--- src/rtl/ram_sync_pkg.sv ---
// ram_sync_pkg: shared state type, collision-policy codes and default sizes for ram_sync_param
package ram_sync_pkg;
  typedef enum logic {ST_CLEAR, ST_RUN} state_t;
  localparam int RDW_READ_FIRST = 0;
  localparam int RDW_WRITE_FIRST = 1;
  localparam int DEF_DW = 8;
  localparam int DEF_AW = 8;
endpackage

--- src/rtl/ram_sync_core.sv ---
// ram_sync_core: bare array with one write port and a registered read port
module ram_sync_core
  import ram_sync_pkg::*;
#(
  parameter int DW = DEF_DW,
  parameter int AW = DEF_AW,
  parameter int DEPTH = 2**AW,
  parameter int RDW_MODE = RDW_READ_FIRST
) (
  input  logic          clk,
  input  logic          rst_n,
  input  logic          we,
  input  logic [AW-1:0] wa,
  input  logic [DW-1:0] wd,
  input  logic          re,
  input  logic          ok,
  input  logic [AW-1:0] ra,
  output logic [DW-1:0] q
);
  logic [DW-1:0] mem [DEPTH];
  always_ff @(posedge clk)
    if (we) mem[wa] <= wd;
  // read-first falls out of the non-blocking array read; write-first bypasses wd
  always_ff @(posedge clk)
    if (!rst_n) q <= '0;
    else if (re) q <= !ok ? '0 : (RDW_MODE == RDW_WRITE_FIRST && we && wa == ra) ? wd : mem[ra];
endmodule

--- src/rtl/ram_sync_param.sv ---
// ram_sync_param: parametrised sync RAM with post-reset clear sweep, rd_valid and RDW policy
// Optional extra output register stage (latency 2) when RAM_SYNC_OUTREG_EN is defined.
module ram_sync_param
  import ram_sync_pkg::*;
#(
  parameter int DW = DEF_DW,
  parameter int AW = DEF_AW,
  parameter int DEPTH = 2**AW,
  parameter int RDW_MODE = RDW_READ_FIRST,
  parameter bit INIT_CLEAR = 1'b1
) (
  input  logic          clk,
  input  logic          rst_n,
  input  logic          wr_en,
  input  logic [AW-1:0] wr_addr,
  input  logic [DW-1:0] wr_data,
  input  logic          rd_en,
  input  logic [AW-1:0] rd_addr,
  output logic [DW-1:0] rd_data,
  output logic          rd_valid,
  output logic          busy
);
  localparam logic [AW:0] LIM = (AW+1)'(DEPTH);
  localparam logic [AW:0] LAST = (AW+1)'(DEPTH-1);
  state_t state, state_nx;
  logic [AW:0] cnt;
  logic clr, run, wr_ok, rd_ok, we, re, v1;
  logic [AW-1:0] wa;
  logic [DW-1:0] wd, d1;
  always_comb begin
    clr = rst_n && state == ST_CLEAR;
    run = rst_n && state == ST_RUN;
    wr_ok = {1'b0, wr_addr} < LIM;
    rd_ok = {1'b0, rd_addr} < LIM;
    we = clr || (run && wr_en && wr_ok);
    wa = clr ? cnt[AW-1:0] : wr_addr;
    wd = clr ? '0 : wr_data;
    re = run && rd_en;
    state_nx = (state == ST_CLEAR && cnt == LAST) ? ST_RUN : state;
  end
  always_ff @(posedge clk)
    if (!rst_n) begin
      state <= INIT_CLEAR ? ST_CLEAR : ST_RUN;
      cnt <= '0;
      v1 <= 1'b0;
    end else begin
      state <= state_nx;
      cnt <= clr ? cnt + 1'b1 : cnt;
      v1 <= re;
    end
  assign busy = state == ST_CLEAR;
  ram_sync_core #(.DW(DW), .AW(AW), .DEPTH(DEPTH), .RDW_MODE(RDW_MODE)) u_core (
    .clk(clk), .rst_n(rst_n), .we(we), .wa(wa), .wd(wd),
    .re(re), .ok(rd_ok), .ra(rd_addr), .q(d1)
  );
`ifdef RAM_SYNC_OUTREG_EN
  logic [DW-1:0] d2;
  logic v2;
  always_ff @(posedge clk)
    if (!rst_n) begin
      d2 <= '0;
      v2 <= 1'b0;
    end else begin
      v2 <= v1;
      if (v1) d2 <= d1;
    end
  assign rd_data = d2;
  assign rd_valid = v2;
`else
  assign rd_data = d1;
  assign rd_valid = v1;
`endif
endmodule
--- config.mk ---
export PLATFORM = sky130hd
export DESIGN_NAME = ram_sync_param
export DESIGN_NICKNAME = d
export VERILOG_FILES = /design/src/rtl/ram_sync_pkg.sv /design/src/rtl/ram_sync_core.sv /design/src/rtl/ram_sync_param.sv
export SDC_FILE = /design/constraint.sdc
export NUM_CORES = 2
export LEC_CHECK = 0
export CORE_ASPECT_RATIO = 1.4
export CORE_MARGIN = 1.5
export CORE_UTILIZATION = 65
export CTS_CLUSTER_SIZE = 30
export DETAILED_ROUTE_END_ITERATION = 10
export PLACE_DENSITY = 0.77
export SLEW_MARGIN = 20
export SYNTH_ARGS = -nofsm -noshare
export SYNTH_HDL_FRONTEND = slang
export SYNTH_SLANG_ARGS = --single-unit
export TNS_END_PERCENT = 50
--- constraint.sdc ---
create_clock -name clk -period 21.6 [get_ports clk]
set_input_delay 4.32 -clock clk [delete_from_list [all_inputs] [get_ports clk]]
set_output_delay 4.32 -clock clk [all_outputs]
set_load 0.005 [all_outputs]
==> run summary <==
PLACEMENT
------------------------------------------------------------------------------------
Placed Instance Area                                                     82,700 um^2
Post-placement worst setup slack                                            11.89 ns
Routability Congestion                                                         0.887
Total of buffers placed on input and output ports                                 37
Cells after DPL                                                                5,513
Half-perimeter wire length after detailed placement                       123,000 um

ROUTE
------------------------------------------------------------------------------------
First-pass iteration count of the detailed router                                  6
Post-DR wirelength/cell                                                      35.8 um
Total length of routed wires                                              209,000 um
Antenna violation net count after detailed routing                                 0
Routed via count divided by cell count                                          7.24
DRC violation total after the first TritonRoute iteration                      5,858
Remaining design rule violation count                                              0
Routed vias                                                                   42,300

FLOORPLANNING
------------------------------------------------------------------------------------
Initial standard-cell utilization of the core                                  0.657
Number of placement rows                                                         152
Top-level I/O count                                                               38
Die width                                                                     301 um
Core region area                                                        123,000 um^2
Overall die area                                                        127,000 um^2
Die span in y                                                                 420 um

POWER AND IR DROP
------------------------------------------------------------------------------------
Power Density                                                           89.9 nW/um^2
Reported leakage power                                                     0.0279 uW
VDD IR-drop max                                                              90.3 uV

STA
------------------------------------------------------------------------------------
Time the worst path needs with I/O delays and setup                          9.22 ns
Number of endpoints failing setup at the final stage                               0
FMAX                                                                         109 MHz
Max transition margin                                                          0.141
Count of endpoints failing hold in the final timing report                         0
Tightest Pin Transition                                                      1.28 ns
Worst hold slack                                                            0.612 ns
Part of the cycle the worst path needs                                         0.427
Summed negative setup slack over all endpoints                                  0 ns
Setup clock skew after layout                                              0.0298 ns
Final setup slack of the worst path                                         12.38 ns
Setup repair after global routing missed its margin                               no
Number of pins with negative max-slew slack in the final report                    0

WORST SETUP PATH
------------------------------------------------------------------------------------
Worst EP required                                                           22.31 ns
CP peak stage delay                                                          0.80 ns
Crit path DAT                                                                9.93 ns
CP Cell Sequence                                                        buf_8, buf_4, buf_4, buf_4, mux4_2, a22o_1, a221oi_1, o22ai_1, o21ai_1, nand4_1, a31o_1
Critical Path End Type                                                          flop
Classification of the worst setup path                                     in -> reg
Crit path max fanout                                                              56
Critical Path Start Type                                                   input pin
Cell with the largest stage delay on the worst path                     sky130_fd_sc_hd__buf_4
Cell repeated most along the worst path                                 sky130_fd_sc_hd__buf_4

YOSYS
------------------------------------------------------------------------------------
Seq/Total Area, Yosys                                                          0.766
Synthesized-area fraction occupied by adder cells                           0.000310
Leading post-synthesis cells by cell area                               sky130_fd_sc_hd__edfxtp_1, sky130_fd_sc_hd__mux4_2, sky130_fd_sc_hd__mux2i_1
Top cell type by total area after synthesis                             sky130_fd_sc_hd__edfxtp_1
Synthesized-area fraction occupied by ao, oa, aoi and oai cells               0.0382
Total nets after synthesis                                                     4,046
Mapped Area                                                              80,800 um^2
Most frequent cells after synthesis                                     sky130_fd_sc_hd__edfxtp_1, sky130_fd_sc_hd__mux4_2, sky130_fd_sc_hd__nor2_1, sky130_fd_sc_hd__mux2i_1, sky130_fd_sc_hd__clkbuf_1
Yosys warning total                                                                0
Mux contribution to synthesized area                                           0.146
Xor and xnor fraction of the mapped netlist area                            0.000758
Per-instance average area after synthesis                                  20.1 um^2
Most frequent cell after synthesis                                      sky130_fd_sc_hd__edfxtp_1
Share of flip-flops with an asynchronous set or reset after synthesis              0
Distinct cells, synth                                                             70
Most used flip-flop cell after synthesis                                sky130_fd_sc_hd__edfxtp_1
Main combinational cell family by area after synthesis                  multiplexers
Synth Instances                                                                4,016
Fraction of synthesized cell area taken by the top area cell type              0.761
Number of synthesized flops with an enable pin                                 2,048
Share of synthesized cell area in and, or, nand and nor gates                 0.0317
Number of register bits inferred by synthesis                                  2,067

FINISH
------------------------------------------------------------------------------------
Number of fill cells                                                           6,903
Ratio of cells with drive above 1 in the final layout                          0.182
Signed area change from the synthesized netlist to the final layout            9.34%
Number of nets in the layout                                                   4,108
Seq. cell area                                                           61,900 um^2
Filler-free cell count of the finished design                                  5,850
Final std cell area, no fill                                             88,400 um^2
Multi-input combinational cell area                                      17,600 um^2

GLOBAL ROUTE
------------------------------------------------------------------------------------
Initial antenna violation count                                                    8
Global-route usage over all layers                                             0.337
Pin count of the biggest net entering global routing                             257
Via count of the first global-routing pass                                    41,900
Wire length of the first global-routing pass                              298,000 um
Leftover overflow at the end of global routing                                     0

CTS
------------------------------------------------------------------------------------
Number of setup buffers added after CTS                                            0
Clk buf depth                                                                      3
CTS Root Cell                                                           sky130_fd_sc_hd__clkbuf_16
CTS tree                                                                       built
Quantity of gates resized following cts                                            0
Insertion delay to the later sink of the worst-skew pair                     0.81 ns
Post-CTS Hold Buffers                                                              0
Total clock buffers created by CTS                                               178
Register clock-pin slew on the reported worst setup and hold paths           0.07 ns
CTS H-Tree Depth                                                                   4
CTS sink cnt                                                                   2,067

JOB
------------------------------------------------------------------------------------
Max-capacitance violation count                                                    0

RUN STATUS
------------------------------------------------------------------------------------
Outcome                                                                 finished clean

WORST HOLD PATH
------------------------------------------------------------------------------------
Path class of the lowest-slack min-delay path                             reg -> reg

[area by class of cell]
class,instances,area share
flip-flops and latches,2067,0.700
multi-input cells,1692,0.200
clock buffers,218,0.0531
well taps,1617,0.0229
repair buffers,132,0.0135
clock inverters,111,0.0104
inverters,7,0.000297
diodes,6,0.000170
[routing by layer]
| metal | global-route usage | wire [um] | vias to the layer above |
|---|---|---|---|
| met5 | 0 | 48 | - |
| met4 | 0.195 | 13500 | 8 |
| met3 | 0.0690 | 22700 | 597 |
| met2 | 0.539 | 103000 | 3188 |
| met1 | 0.436 | 69700 | 21800 |
| li1 | - | - | 16800 |
[path summary, 6_finish.rpt]
check | startpoint | to | slack, ns | cells after the start
max | rd_addr[1] | u_core.q[6]$_SDFFE_PN0P_ | 12.38 | 11
min | cnt[7]$_SDFFE_PN0P_ | cnt[7]$_SDFFE_PN0P_ | 0.61 | 2
max reg2reg | state$_SDFFE_PN0P_ | u_core.mem[71][1]$_DFFE_PP_ | 17.50 | 6
min reg2reg | cnt[7]$_SDFFE_PN0P_ | cnt[7]$_SDFFE_PN0P_ | 0.61 | 2
[layout by cell type, fill, tap and decap left out, types with 11 or more instances in the layout]
cell type,netlist,routed
sky130_fd_sc_hd__clkinv_2,0,24
sky130_fd_sc_hd__a31oi_1,19,19
sky130_fd_sc_hd__a22o_1,17,17
sky130_fd_sc_hd__mux4_2,403,403
sky130_fd_sc_hd__and2_1,15,15
sky130_fd_sc_hd__dfxtp_1,19,19
sky130_fd_sc_hd__a21oi_1,58,58
sky130_fd_sc_hd__o21ai_1,15,17
sky130_fd_sc_hd__nor2b_1,22,11
sky130_fd_sc_hd__a221oi_1,16,16
sky130_fd_sc_hd__mux2i_1,267,267
sky130_fd_sc_hd__nor3_1,38,38
sky130_fd_sc_hd__bufinv_16,0,13
sky130_fd_sc_hd__o21ai_0,26,24
sky130_fd_sc_hd__clkinv_1,1,58
sky130_fd_sc_hd__o221ai_1,86,86
sky130_fd_sc_hd__clkbuf_16,0,182
sky130_fd_sc_hd__clkdlybuf4s50_1,0,31
sky130_fd_sc_hd__edfxtp_1,2048,2048
sky130_fd_sc_hd__a211oi_1,26,26
sky130_fd_sc_hd__a22oi_1,33,33
sky130_fd_sc_hd__nand2_1,96,96
sky130_fd_sc_hd__nand3_1,54,53
sky130_fd_sc_hd__o22ai_1,74,74
sky130_fd_sc_hd__nand3b_1,11,11
sky130_fd_sc_hd__buf_4,37,90
sky130_fd_sc_hd__clkbuf_1,120,36
sky130_fd_sc_hd__nor2_1,296,294
[where the power goes]
group          switching (uW)  total [uW]  internal (uW)
sequential               1.99        4410           4410
combinational             272         400            129
clock                    1430        3130           1700
[per-stage QoR]
stage	utilization	power (uW)
finish	0.718	7940
global route	0.718	8100
CTS	0.718	7940
detailed placement	0.672	4890
global placement	0.672	4880
floorplan	-	4770
[logic make-up (layout without fill, tap and decap cells)]
kind of cell               Yosys count  count (layout)
AOI/OAI and AO/OA                  430             430
xor gates and xnor gates             7               7
adders and majority gates            2               2
buffers and inverters              257             468
DFF                               2067            2067
muxes                              674             674
other                                0               6
and+or+nand+nor                    579             579
[flip-flops by register name (all words and copies together) (netlist names)]
signal,flops
u_core.mem,2048
cnt,9
u_core.q,8
rd_valid,1
state,1
[critical path, delay by kind of cell]
kind / cells / cell delay, ns
buffers and inverters: 4 / 2.59
multiplexers: 1 / 0.42
AND/OR/NAND/NOR: 1 / 0.43
AO/OA/AOI/OAI: 5 / 1.99
Note: power is estimated with default switching activity, not from simulation.
